[config.mk]
export PLATFORM = sky130hd
export DESIGN_NAME = cu_chan_ctrl
export DESIGN_NICKNAME = d
export VERILOG_FILES = /design/src/rtl/cu_chan_pkg.sv /design/src/rtl/cu_tmo_cnt.sv /design/src/rtl/cu_chan_ctrl.sv
export SDC_FILE = /design/constraint.sdc
export NUM_CORES = 1
export LEC_CHECK = 0
export ABC_AREA = 1
export ABC_CLOCK_PERIOD_IN_PS = 1500
export CORE_MARGIN = 2
export CORE_UTILIZATION = 47
export DETAILED_ROUTE_END_ITERATION = 16
export PLACE_DENSITY = 0.78
export SYNTH_ARGS = -nofsm -noshare
export SYNTH_HDL_FRONTEND = slang
export SYNTH_SLANG_ARGS = --single-unit
[constraint.sdc]
create_clock -name clk -period 1.5 [get_ports clk]
set_input_delay 0.3 -clock clk [delete_from_list [all_inputs] [get_ports clk]]
set_output_delay 0.3 -clock clk [all_outputs]
set_load 0.02 [all_outputs]
[src/rtl/cu_chan_pkg.sv]
// Shared types and helpers for the channel control unit: state encoding,
// mode constants and a select-to-one-hot helper.
package cu_chan_pkg;

    typedef enum logic [1:0] {
        IDLE = 2'd0,
        ARM  = 2'd1,
        RUN  = 2'd2,
        DONE = 2'd3
    } state_e;

    localparam logic [1:0] MODE_SINGLE = 2'b00;
    localparam logic [1:0] MODE_REPEAT = 2'b01;

    localparam int unsigned OH_W = 32;

    // Callers truncate the result to their own channel count.
    function automatic logic [OH_W-1:0] onehot(input int unsigned sel, input int unsigned nch);
        logic [OH_W-1:0] v;
        v = '0;
        if (sel < nch && sel < OH_W)
            v = {{(OH_W-1){1'b0}}, 1'b1} << sel;
        return v;
    endfunction

endpackage

[src/rtl/cu_tmo_cnt.sv]
// Saturating arm-timeout counter; expire_o flags the last permitted ARM cycle.
module cu_tmo_cnt #(
    parameter int unsigned TMO_W   = 4,
    parameter int unsigned TMO_CYC = 10
) (
    input  logic clk,
    input  logic rst,
    input  logic clr_i,
    input  logic inc_i,
    output logic expire_o
);

    logic [TMO_W-1:0] cnt_q;

    always_ff @(posedge clk or posedge rst) begin
        if (rst)
            cnt_q <= '0;
        else if (clr_i)
            cnt_q <= '0;
        else if (inc_i && cnt_q != '1)
            cnt_q <= cnt_q + TMO_W'(1);
    end

    assign expire_o = (cnt_q == TMO_W'(TMO_CYC - 1));

endmodule

[src/rtl/cu_chan_ctrl.sv]
// Sequential channel control unit: validates a command, arms the selected
// channel with a bounded wait for ready, then grants it until ready drops.
module cu_chan_ctrl
    import cu_chan_pkg::*;
#(
    parameter int unsigned NCH     = 4,
    parameter int unsigned SEL_W   = 2,
    parameter int unsigned TMO_W   = 4,
    parameter int unsigned TMO_CYC = 10
) (
    input  logic             clk,
    input  logic             rst,
    input  logic             en,
    input  logic             start,
    input  logic [1:0]       mode,
    input  logic [SEL_W-1:0] sel,
    input  logic             abort,
    input  logic             inhibit,
    input  logic [NCH-1:0]   ch_rdy,
    output logic [NCH-1:0]   grant,
    output logic             busy,
    output logic             done,
    output logic             timeout,
    output logic             fault,
    output logic [1:0]       state
);

    localparam logic [SEL_W:0] NCH_L = (SEL_W + 1)'(NCH);

    state_e           state_q;
    logic [SEL_W-1:0] sel_q;
    logic [1:0]       mode_q;
    logic [NCH-1:0]   grant_q;
    logic             busy_q, done_q, timeout_q, fault_q;

    logic [2**SEL_W-1:0] rdy_ext;
    logic legal, accept, reject, go, expire, cnt_clr, cnt_inc;

    // Widened so any select value indexes safely when NCH < 2**SEL_W.
    assign rdy_ext = (2**SEL_W)'(ch_rdy);

    always_comb begin
        legal   = ~mode[1] & ({1'b0, sel} < NCH_L);
        accept  = start & en & ~abort & legal;
        reject  = start & en & ~legal;
        go      = rdy_ext[sel_q] & ~inhibit;
        cnt_clr = ((state_q == IDLE) & accept)
                | ((state_q == DONE) & ~abort & (mode_q == MODE_REPEAT));
        cnt_inc = (state_q == ARM) & ~abort & ~go;
    end

    cu_tmo_cnt #(
        .TMO_W   (TMO_W),
        .TMO_CYC (TMO_CYC)
    ) u_tmo (
        .clk      (clk),
        .rst      (rst),
        .clr_i    (cnt_clr),
        .inc_i    (cnt_inc),
        .expire_o (expire)
    );

    always_ff @(posedge clk or posedge rst) begin
        if (rst) begin
            state_q   <= IDLE;
            sel_q     <= '0;
            mode_q    <= MODE_SINGLE;
            grant_q   <= '0;
            busy_q    <= 1'b0;
            done_q    <= 1'b0;
            timeout_q <= 1'b0;
            fault_q   <= 1'b0;
        end else begin
            done_q    <= 1'b0;
            timeout_q <= 1'b0;
            fault_q   <= 1'b0;
            case (state_q)
                IDLE: begin
                    if (accept) begin
                        state_q <= ARM;
                        sel_q   <= sel;
                        mode_q  <= {1'b0, mode[0]};
                        busy_q  <= 1'b1;
                    end else if (reject) begin
                        fault_q <= 1'b1;
                    end
                end
                ARM: begin
                    // Ready beats the timeout when both land in the last ARM cycle.
                    if (abort) begin
                        state_q <= IDLE;
                        busy_q  <= 1'b0;
                        grant_q <= '0;
                    end else if (go) begin
                        state_q <= RUN;
                        grant_q <= NCH'(onehot(32'(sel_q), NCH));
                    end else if (expire) begin
                        state_q   <= IDLE;
                        busy_q    <= 1'b0;
                        timeout_q <= 1'b1;
                    end
                end
                RUN: begin
                    if (abort) begin
                        state_q <= IDLE;
                        busy_q  <= 1'b0;
                        grant_q <= '0;
                    end else if (!rdy_ext[sel_q]) begin
                        state_q <= DONE;
                        grant_q <= '0;
                        done_q  <= 1'b1;
                    end
                end
                DONE: begin
                    if (abort || mode_q != MODE_REPEAT) begin
                        state_q <= IDLE;
                        busy_q  <= 1'b0;
                        grant_q <= '0;
                    end else begin
                        state_q <= ARM;
                    end
                end
                default: begin
                    state_q <= IDLE;
                    busy_q  <= 1'b0;
                    grant_q <= '0;
                end
            endcase
        end
    end

    assign grant   = grant_q;
    assign busy    = busy_q;
    assign done    = done_q;
    assign timeout = timeout_q;
    assign fault   = fault_q;
    assign state   = state_q;

endmodule
==> reports/metrics.csv <==
stage,metric,value,unit
outcome,status,"complete, no violations",
placement,port_buffers,23,
placement,dp_slack,-0.1947,ns
floorplan,coreArea,0.001942,mm²
yosys,avgSynthCellArea,8.291,µm²
run,drv_cap,0,
clocking,clk_pin_slew,0.10,ns
critical_path,cp-end-kind,primary output,
route,drtIter0Drc,28,
critical_path,crit_required,1.20,ns
placement,placed_cell_area,0.001262,mm²
global_route,grt_util_all_layers,20.08,%
yosys,syn-num-nets,131,
placement,place_congestion,0.8739,
final_layout,area_growth,34.38,%
placement,place_inst,171,
timing,clock.fmax,715.1,MHz
critical_path,crit_fanout,5,
timing,timing.slew.headroom,84.91,%
critical_path,critPathLaunch,state[0],
global_route,antenna_found_initial,0,
global_route,grt_pass1_wl,3746,µm
timing,finalHoldViolations,0,
route,viasPerCell,5.086,
clocking,clk-insertion-delay-late,0.30,ns
yosys,synth.cell_area,953.4,µm²
timing,slew_violations,0,
floorplan,core.rowCount,16,
final_layout,final_cell_mix,"29 x nand2_1, 17 x dfrtp_1, 13 x nand3_1, 13 x clkdlybuf4s50_1",
critical_path,crit_chain,dlygate4sd2_1,
timing,skew,0.008518,ns
critical_path,cpPeakStageDelay,0.45,ns
global_route,overflow,0,
clocking,numCtsBuffers,3,
placement,dp_hpwl,1662,µm
final_layout,fillers,178,
clocking,cts_root_buf,clkbuf_4,
yosys,synthesis.instances,115,
final_layout,final_common_cell,nand2_1,
final_layout,seq_area,425.4,µm²
route,wl,2112,µm
yosys,post_synth_num_cell_types,19,
clocking,cts_sinks,17,
clocking,cts.path.max_buffers,2,
timing,finalSetupViolations,0,
critical_path,worstSetupStartpointType,register,
yosys,synth-seq-area-share,44.62,%
clocking,cts-hold-fix-buffers,0,
final_layout,fin_cells,175,
route,drc,0,
critical_path,critPathTopFamily,flip-flops,
floorplan,dieWidth,49.04,µm
power,p_per_area,1624,mW/mm²
route,vias,890,
timing,tightestPinTransition,0.2263,ns
critical_path,arrival,1.10,ns
final_layout,drive_gt1_share,17.57,%
clocking,cts_setup_buffers,0,
final_layout,final_design_area_no_fill,0.001281,mm²
timing,fin_crit,1.398,ns
route,drtPass1Iterations,4,
final_layout,diodes,0,
power,irDropWorstVdd,898.8,µV
critical_path,cp_slowest_cell,dfrtp_1,
yosys,yosysWarnings,0,
route,wl_per_cell,12.07,µm
min_path,hp-class,primary input to async pin,
critical_path,critical_path_buf_inv_count,1,
timing,worst_slack,0.1016,ns
clocking,cts.htree.levels,1,
route,ant_nets,0,
critical_path,crit_type,register to primary output,
final_layout,finalNetCount,165,
floorplan,num_io_pins,24,
power,p_leak,0.7009,nW
floorplan,die_area,0.002405,mm²
clocking,cts_tree,done,
floorplan,start_util,49.10,%
floorplan,fp.dieH,49.04,µm
timing,rsz0062_at_grt,no,
yosys,ys_ff_latch,17,
global_route,grt_max_degree,18,
timing,post-route-period-util,93.23,%
clocking,cts-resized-gates,10,
final_layout,multi_input_area,484.2,µm²
critical_path,r2r_start,sel_q[0],
global_route,grt_pass1_vias,882,
per-layer routing:
layer	global-route usage, %	up-vias	part of all wire (%)
met1	22.66	425	40
met3	3.988	4	5.4
met5	0	-	0
li1	-	435	-
met4	7.143	0	1.4
met2	37.21	26	53
report_power, final:
part           switching (mW)  total, mW  internal (mW)
Sequential              0.158      0.780          0.622
Combinational           0.635       1.05          0.417
Clock                   0.145      0.248          0.104
state kept, by name, indices dropped and copies added, names as in the netlist:
register,count
u_tmo.cnt_q,4
fault,1
done,1
sel_q,2
busy,1
state,2
timeout,1
grant,4
mode_q,1
synthesized netlist by cell type (all sizes together):
master	number	share of area [%]
ha	2	2.6
nand3	14	8.7
nor3	6	3.1
nand2	39	20
xor2	1	0.92
a21oi	4	3.3
inv	13	5.1
nand4	3	2.0
dfrtp	17	45
o21ai	2	1.0
nor2	12	6.4
xnor2	1	0.92
mux2	1	1.2
metrics by stage:
step	total power, mW	util, %	hold WS, ns	setup TNS [ns]
2_1_floorplan	1.513	-	0.2261	0
3_3_place_gp	1.856	65.01	0.4538	-1.013
3_5_place_dp	1.908	65.01	0.4664	-1.653
4_1_cts	2.101	65.72	0.3197	0
5_1_grt	2.263	65.98	0.3444	0
6_report	2.081	65.98	0.3128	0
final cells by class:
class / count / area share (%)
Multi-Input combinational cell: 85 / 37.79
Sequential cell: 17 / 33.20
Timing Repair Buffer: 29 / 20.51
Inverter: 13 / 3.809
Tap cell: 27 / 2.637
Clock buffer: 4 / 2.051
path summary, 6_finish.rpt:
path,slack [ns],end,cells after the start
setup / recovery,0.10,state[0],1
hold / removal,0.31,done,3
setup reg to reg,0.17,grant[0],10
hold reg to reg,0.48,grant[3],2
max in group asynchronous,0.99,u_tmo.cnt_q[1],3
min in group clk,0.48,grant[3],2
kinds of logic (layout without fill, tap and decap cells):
group	Yosys count	after routing	share of synthesized area, %
compound gates	6	6	4.331
xor+xnor	2	2	1.838
fa+ha+maj	2	2	2.624
buf+inv	13	46	5.118
flops	17	17	44.62
mux	1	1	1.181
simple gates	74	74	40.29
(Power assumes the default switching activity.)
